### config.mk
export PLATFORM = sky130hd
export DESIGN_NAME = falafel_rr_input_arbiter
export DESIGN_NICKNAME = d
export VERILOG_FILES = /design/src/rtl/falafel_pkg.sv /design/src/rtl/falafel_fifo.sv /design/src/rtl/falafel_rr_arb.sv /design/src/rtl/falafel_rr_input_arbiter.sv
export SDC_FILE = /design/constraint.sdc
export NUM_CORES = 1
export LEC_CHECK = 0
export ABC_CLOCK_PERIOD_IN_PS = 5800
export CORE_UTILIZATION = 54
export CTS_CLUSTER_SIZE = 30
export DETAILED_ROUTE_END_ITERATION = 6
export GPL_TIMING_DRIVEN = 0
export PLACE_DENSITY = 0.76
export SLEW_MARGIN = 20
export SYNTH_ARGS = -nofsm -noshare
export SYNTH_HDL_FRONTEND = slang
export SYNTH_HIERARCHICAL = 1
export SYNTH_SLANG_ARGS = --single-unit
### constraint.sdc
create_clock -name clk_i -period 5.8 [get_ports clk_i]
set_input_delay 1.74 -clock clk_i [delete_from_list [all_inputs] [get_ports clk_i]]
set_output_delay 1.74 -clock clk_i [all_outputs]
set_load 0.03 [all_outputs]
### src/rtl/falafel_pkg.sv
// Shared types and widths for the falafel allocator front end.
package falafel_pkg;

  localparam int DATA_W      = 32;
  localparam int MSG_ID_SIZE = 8;
  localparam int OPCODE_W    = 2;

  typedef enum logic [OPCODE_W-1:0] {
    OP_ALLOC = 2'b00,
    OP_FREE  = 2'b01
  } req_opcode_e;

  typedef struct packed {
    logic [OPCODE_W-1:0]        opcode;
    logic [DATA_W-OPCODE_W-1:0] payload;
    logic [MSG_ID_SIZE-1:0]     id;
  } arb_entry_t;

  // Any opcode with the top bit set is outside the defined command set.
  function automatic logic is_illegal_op(input logic [OPCODE_W-1:0] op);
    return op[OPCODE_W-1];
  endfunction

endpackage

### src/rtl/falafel_fifo.sv
// Small synchronous FIFO primitive; pointers carry an extra wrap bit.
module falafel_fifo #(
  parameter int WIDTH = 8,
  parameter int DEPTH = 2
) (
  input  logic             clk,
  input  logic             rst,
  input  logic             push,
  input  logic             pop,
  input  logic [WIDTH-1:0] din,
  output logic [WIDTH-1:0] dout,
  output logic             full,
  output logic             empty
);

  localparam int AW = $clog2(DEPTH);

  logic [WIDTH-1:0] mem [DEPTH];
  logic [AW:0]      wr_ptr;
  logic [AW:0]      rd_ptr;

  assign empty = (wr_ptr == rd_ptr);
  assign full  = ((wr_ptr ^ rd_ptr) == {1'b1, {AW{1'b0}}});
  assign dout  = mem[rd_ptr[AW-1:0]];

  always_ff @(posedge clk or posedge rst) begin
    if (rst) begin
      wr_ptr <= '0;
      rd_ptr <= '0;
    end else begin
      if (push && !full) wr_ptr <= wr_ptr + 1'b1;
      if (pop && !empty) rd_ptr <= rd_ptr + 1'b1;
    end
  end

  // Storage carries no reset; validity is tracked by the pointers alone.
  always_ff @(posedge clk) begin
    if (push && !full) mem[wr_ptr[AW-1:0]] <= din;
  end

endmodule

### src/rtl/falafel_rr_arb.sv
// Round-robin arbiter: grants the first requester at or above ptr, with wrap.
module falafel_rr_arb #(
  parameter int N  = 4,
  localparam int IW = (N > 1) ? $clog2(N) : 1
) (
  input  logic          clk,
  input  logic          rst,
  input  logic [N-1:0]  req,
  input  logic          en,
  output logic [N-1:0]  gnt,
  output logic [IW-1:0] gnt_idx
);

  logic [IW-1:0] ptr;
  logic [IW-1:0] cand;
  logic          found;

  always_comb begin
    gnt     = '0;
    gnt_idx = '0;
    found   = 1'b0;
    cand    = '0;
    for (int i = 0; i < N; i++) begin
      cand = IW'((int'(ptr) + i) % N);
      if (en && !found && req[cand]) begin
        found      = 1'b1;
        gnt[cand]  = 1'b1;
        gnt_idx    = cand;
      end
    end
  end

  always_ff @(posedge clk or posedge rst) begin
    if (rst) begin
      ptr <= '0;
    end else if (found) begin
      ptr <= (gnt_idx == IW'(N - 1)) ? '0 : gnt_idx + 1'b1;
    end
  end

endmodule

### src/rtl/falafel_rr_input_arbiter.sv
// Per-channel request buffers drained by independent alloc/free RR arbiters.
// Optional per-channel grant counters under FALAFEL_ARB_STATS_EN.
module falafel_rr_input_arbiter #(
  parameter int NUM_CH    = 4,
  parameter int BUF_DEPTH = 2,
  parameter int DATA_W    = falafel_pkg::DATA_W,
  parameter int ID_W      = falafel_pkg::MSG_ID_SIZE,
  localparam int CH_W     = (NUM_CH > 1) ? $clog2(NUM_CH) : 1
) (
  input  logic                           clk_i,
  input  logic                           rst_i,
  input  logic [NUM_CH-1:0]              req_val_i,
  output logic [NUM_CH-1:0]              req_rdy_o,
  input  logic [NUM_CH-1:0][DATA_W-1:0]  req_data_i,
  input  logic [NUM_CH-1:0][ID_W-1:0]    req_id_i,
  input  logic                           alloc_fifo_full_i,
  output logic                           alloc_fifo_write_o,
  output logic [DATA_W-1:0]              alloc_fifo_din_size_o,
  output logic [ID_W-1:0]                alloc_fifo_din_id_o,
  input  logic                           free_fifo_full_i,
  output logic                           free_fifo_write_o,
  output logic [DATA_W-1:0]              free_fifo_din_o,
  output logic                           illegal_o,
  output logic [CH_W-1:0]                illegal_ch_o
`ifdef FALAFEL_ARB_STATS_EN
  ,
  output logic [NUM_CH-1:0][31:0]        grant_cnt_o
`endif
);

  import falafel_pkg::*;

  localparam int ENTRY_W = DATA_W + ID_W;
  localparam int PL_W    = DATA_W - OPCODE_W;

  logic [NUM_CH-1:0]  buf_full;
  logic [NUM_CH-1:0]  buf_empty;
  logic [NUM_CH-1:0]  push;
  logic [NUM_CH-1:0]  pop;
  logic [NUM_CH-1:0]  alloc_req;
  logic [NUM_CH-1:0]  free_req;
  logic [NUM_CH-1:0]  ill_req;
  logic [NUM_CH-1:0]  ill_pop;
  logic [NUM_CH-1:0]  alloc_gnt;
  logic [NUM_CH-1:0]  free_gnt;
  logic [ENTRY_W-1:0] head [NUM_CH];
  logic [CH_W-1:0]    alloc_idx;
  logic [CH_W-1:0]    free_idx;
  logic               ill_found;

  // Handshake: a word moves when req_val_i[c] && req_rdy_o[c] at a rising edge;
  // ready reflects only the registered full flag (no same-cycle pop bypass).
  assign req_rdy_o = ~buf_full & {NUM_CH{~rst_i}};
  assign push      = req_val_i & req_rdy_o;
  assign pop       = alloc_gnt | free_gnt | ill_pop;

  for (genvar c = 0; c < NUM_CH; c++) begin : g_ch
    logic [OPCODE_W-1:0] op;

    falafel_fifo #(
      .WIDTH (ENTRY_W),
      .DEPTH (BUF_DEPTH)
    ) u_buf (
      .clk   (clk_i),
      .rst   (rst_i),
      .push  (push[c]),
      .pop   (pop[c]),
      .din   ({req_data_i[c], req_id_i[c]}),
      .dout  (head[c]),
      .full  (buf_full[c]),
      .empty (buf_empty[c])
    );

    assign op           = head[c][ENTRY_W-1 -: OPCODE_W];
    assign alloc_req[c] = !buf_empty[c] && (op == OP_ALLOC);
    assign free_req[c]  = !buf_empty[c] && (op == OP_FREE);
    assign ill_req[c]   = !buf_empty[c] && is_illegal_op(op);
  end

  falafel_rr_arb #(.N(NUM_CH)) u_alloc_arb (
    .clk     (clk_i),
    .rst     (rst_i),
    .req     (alloc_req),
    .en      (!alloc_fifo_full_i),
    .gnt     (alloc_gnt),
    .gnt_idx (alloc_idx)
  );

  falafel_rr_arb #(.N(NUM_CH)) u_free_arb (
    .clk     (clk_i),
    .rst     (rst_i),
    .req     (free_req),
    .en      (!free_fifo_full_i),
    .gnt     (free_gnt),
    .gnt_idx (free_idx)
  );

  // Illegal heads are discarded lowest channel first, one per cycle.
  always_comb begin
    ill_pop      = '0;
    illegal_o    = 1'b0;
    illegal_ch_o = '0;
    ill_found    = 1'b0;
    for (int c = 0; c < NUM_CH; c++) begin
      if (!ill_found && ill_req[c]) begin
        ill_found    = 1'b1;
        ill_pop[c]   = 1'b1;
        illegal_o    = 1'b1;
        illegal_ch_o = CH_W'(c);
      end
    end
  end

  assign alloc_fifo_write_o    = |alloc_gnt;
  assign alloc_fifo_din_size_o = alloc_fifo_write_o ? DATA_W'(head[alloc_idx][ID_W +: PL_W]) : '0;
  assign alloc_fifo_din_id_o   = alloc_fifo_write_o ? head[alloc_idx][ID_W-1:0] : '0;
  assign free_fifo_write_o     = |free_gnt;
  assign free_fifo_din_o       = free_fifo_write_o ? DATA_W'(head[free_idx][ID_W +: PL_W]) : '0;

`ifdef FALAFEL_ARB_STATS_EN
  // A head belongs to one class, so a channel gains at most one grant per cycle.
  always_ff @(posedge clk_i or posedge rst_i) begin
    if (rst_i) begin
      grant_cnt_o <= '0;
    end else begin
      for (int c = 0; c < NUM_CH; c++) begin
        if ((alloc_gnt[c] || free_gnt[c]) && (grant_cnt_o[c] != 32'hFFFF_FFFF))
          grant_cnt_o[c] <= grant_cnt_o[c] + 32'd1;
      end
    end
  end
`endif

endmodule

==> metrics.md <==
| Metric | Value |
|---|---|
| Outcome | `finished clean` |
| Grt total ovfl | `0` |
| Clock Path Buffers | `3` |
| CP arrival | `4.04 ns` |
| Worst-Margin Slew | `0.7662 ns` |
| DRT antenna net count | `0` |
| Post-synth EDFFs | `320` |
| Worst Hold Class | `flop to flop` |
| Initial DRC count | `855` |
| CTS Sinks | `340` |
| Worst R2R End | `g_ch[0].u_buf/rd_ptr[0]$_DFFE_PP0P_` |
| Clock slew at reported path FFs | `0.06 ns` |
| Final setup fails | `0` |
| Sequential area share after synthesis | `62.47%` |
| Drt drc | `0` |
| Global Route Usage Sum | `28.18%` |
| Flops & latches, synth | `340` |
| CP max stage delay | `0.29 ns` |
| FF-to-FF path depth | `12` |
| R2r setup slk | `2.32 ns` |
| Main flop type after synthesis | `edfxtp_1` |
| Netlist cell types | `48` |
| Cells after Synth | `962` |
| Synth top cells by count | `320 x edfxtp_1, 166 x mux2_2, 74 x nor2b_1, 72 x mux4_2, 47 x nand2_1` |
| Clk_skew | `0.01325 ns` |
| Most frequent cell after synthesis | `edfxtp_1` |
| Crit path cell chain | `dlygate4sd2_1 -> inv_2 -> nand2_2 -> or2_1 -> o21a_1 -> and4_4 -> a22oi_2 -> nand2_2 -> nor4_4 -> buf_6 -> buf_12 -> clkbuf_16 -> nor2b_1 -> buf_4` |
| Row cnt | `63` |
| CTS Buf Count | `37` |
| Post-synth top area cell | `edfxtp_1` |
| DR WL/cell | `25.45 um` |
| CP Class | `primary input to output port` |
| TNS Setup | `0 ns` |
| Net count, final | `1501` |
| Ys async rst share | `5.882%` |
| Number of global-route vias before repair | `10490` |
| Io pins | `249` |
| Die Y-Extent | `175.1 um` |
| Reg2reg start | `g_ch[1].u_buf/rd_ptr[0]$_DFFE_PP0P_` |
| Drt total wl | `44210 um` |
| Final Hold Fails | `0` |
| Routed wl met3 | `3322 um` |
| Fill cells | `1809` |
| Syn_area_per_cell | `16.82 sq um` |
| Root Buffer | `clkbuf_16` |
| Setup crit end kind | `output port` |
| Hold buffers post-CTS | `0` |
| Max-cap violation count | `0` |
| Max-slew violation count | `0` |
| Share of cells above drive strength 1 | `42.70%` |
| Ranking of synthesized cells by area | `edfxtp_1 59%, mux2_2 12%, mux4_2 10%, dfrtp_1 3.1%, nor2b_1 2.9%` |
| Tcrit/Tclk final | `99.63%` |
| Initial antenna violation count | `6` |
| Max Used Layer | `met4` |
| Yosys top cell area share | `59.38%` |
| Worst Hold Depth | `2` |
| Area of the mapped netlist | `0.01618 sq mm` |
| Drt via density | `5.941` |
| Inst Count DP | `1611` |
| Detail Route met2 WL | `22320 um` |
| Tmin final | `5.778 ns` |
| Non-Filler Instances | `1737` |
| Crit path top cell by count | `nand2_2` |
| Sink of the worst hold path | `g_ch[3].u_buf/rd_ptr[1]$_DFFE_PP0P_` |
| Final core utilization | `73.67%` |
| Synth-to-Final Area Change | `34.57%` |
| Worst slew margin | `48.92%` |
| Die width | `175.1 um` |
| Via count | `10320` |
| Starting Density | `54.75%` |
| Clock Latency Late Sink | `0.52 ns` |
| Required time of the critical path | `4.06 ns` |
| H-tree depth | `2` |
| Family with the most delay on the worst path | `buffers and inverters` |
| Worst path slowest cell | `nor4_4` |
| Largest net degree at the start of global routing | `41` |
| Area of the die | `0.03067 sq mm` |
| HPWL after DPL | `28300 um` |
| Metal1 wirelength | `17120 um` |
| First-pass GRT wire length | `62750 um` |
| Drt first pass iters | `5` |
| Fmax | `173.1 MHz` |
| Crit start category | `primary input` |
| YS warnings | `6` |
| Core Box Area | `0.02956 sq mm` |
| HP Start | `g_ch[3].u_buf/rd_ptr[1]$_DFFE_PP0P_` |
| Worst-path fanout max | `8` |
| WP buf/inv | `6` |
| CTS tree | `yes` |
| Routability cong. | `0.8362` |
| Port Buf Inserts | `244` |
==> layer usage <==
metal  GRT usage (%)  vias up
met3           4.830       97
li1                -     4463
met2           47.85      480
met5               0        -
met4           9.638        0
met1           36.80     5279
==> final cells by class <==
cell class / count / area (sq um) / area share (%)
antenna: 5 / 12.51 / 0.05745
buffer: 49 / 643.1 / 2.953
clock buffer: 44 / 973.4 / 4.470
clock inverter: 20 / 191.4 / 0.8791
inverter: 19 / 71.32 / 0.3275
multi-input combinational: 553 / 6071 / 27.88
sequential: 340 / 10120 / 46.45
tap: 390 / 488.0 / 2.241
timing repair buffer: 317 / 3211 / 14.74
==> cells in the final DEF, fill, tap and decap left out, drive strengths merged, types with 3 or more instances in the layout <==
cell type	netlist	layout
nor3	4	4
or2	4	4
and2b	4	4
or2b	4	4
xor2	8	8
clkbuf	9	56
dfrtp	20	20
clkdlybuf4s50	0	172
mux2	166	166
bufinv	0	3
nand2b	10	10
o21ai	23	23
nand2	47	47
o211a	4	4
nor3b	4	4
clkinv	0	14
o21a	4	4
mux4	74	74
a21oi	12	12
a22oi	8	8
and2	4	4
or3	3	3
mux2i	12	12
diode	0	5
buf	44	179
a22o	8	8
edfxtp	320	320
ha	16	16
conb	1	4
a211o	4	4
xnor2	8	8
nand3	4	4
nor2	24	24
inv	19	20
nor2b	74	74
==> registers in the layout, summed over array words and instances (netlist names), named ones only <==
register,count
g_ch.u_buf/mem,320
g_ch.u_buf/rd_ptr,8
g_ch.u_buf/wr_ptr,8
u_alloc_arb/ptr,1
u_free_arb/ptr,1
==> through the flow <==
step | setup slack [ns] | hold slack (ns) | area [sq um]
floorplan | 0.3690 | 0.5681 | 16190
detailed placement | -1.558 | 0.6218 | 19510
global route | -0.08184 | 0.6771 | 21770
global placement | -1.981 | 0.6044 | 19120
CTS | 0.003555 | 0.6363 | 21280
finish | 0.02175 | 0.6448 | 21780
==> cells by family after synthesis <==
family	after synthesis	synth area share (%)
AOI/OAI and AO/OA	75	3.448
xor gates and xnor gates	16	1.051
adders and majority gates	16	1.237
buffers and inverters	72	2.482
DFF	340	62.47
muxes	252	22.79
other	1	0.02317
and+or+nand+nor	190	6.494
==> how the worst max path moves through the flow <==
stage / from / end / cells past startpoint
after CTS: g_ch[1].u_buf/rd_ptr[0]$_DFFE_PP0P_ / alloc_fifo_din_size_o[19] / 15
final: alloc_fifo_full_i / alloc_fifo_din_size_o[25] / 14
after global placement: rst_i / g_ch[1].u_buf/mem[1][10]$_DFFE_PP_ / 5
after global routing: flop / free_fifo_din_o[19] / 14
after detailed placement: g_ch[1].u_buf/rd_ptr[0]$_DFFE_PP0P_ / alloc_fifo_din_size_o[26] / 16
after floorplan: alloc_fifo_full_i / alloc_fifo_din_id_o[0] / 10
==> worst reg2reg max path: cells and delay by family (launching register included) <==
kind                   cells  cell delay (ns)
DFF                        1             0.43
buffers and inverters      2             0.35
muxes                      3             0.88
and+or+nand+nor            5             1.37
AOI/OAI and AO/OA          2             0.33
==> repair_timing <==
action | in CTS | in global routing
gates resized for setup | 491 | 98
pin swaps | 20 | 25
cloned | 5 | 4
buffers inserted | 29 | 26
setup endpoints to repair | 70 | 70
Power is not shown: default switching activity piles up to over one toggle a cycle in this logic, so the estimate is an artifact.
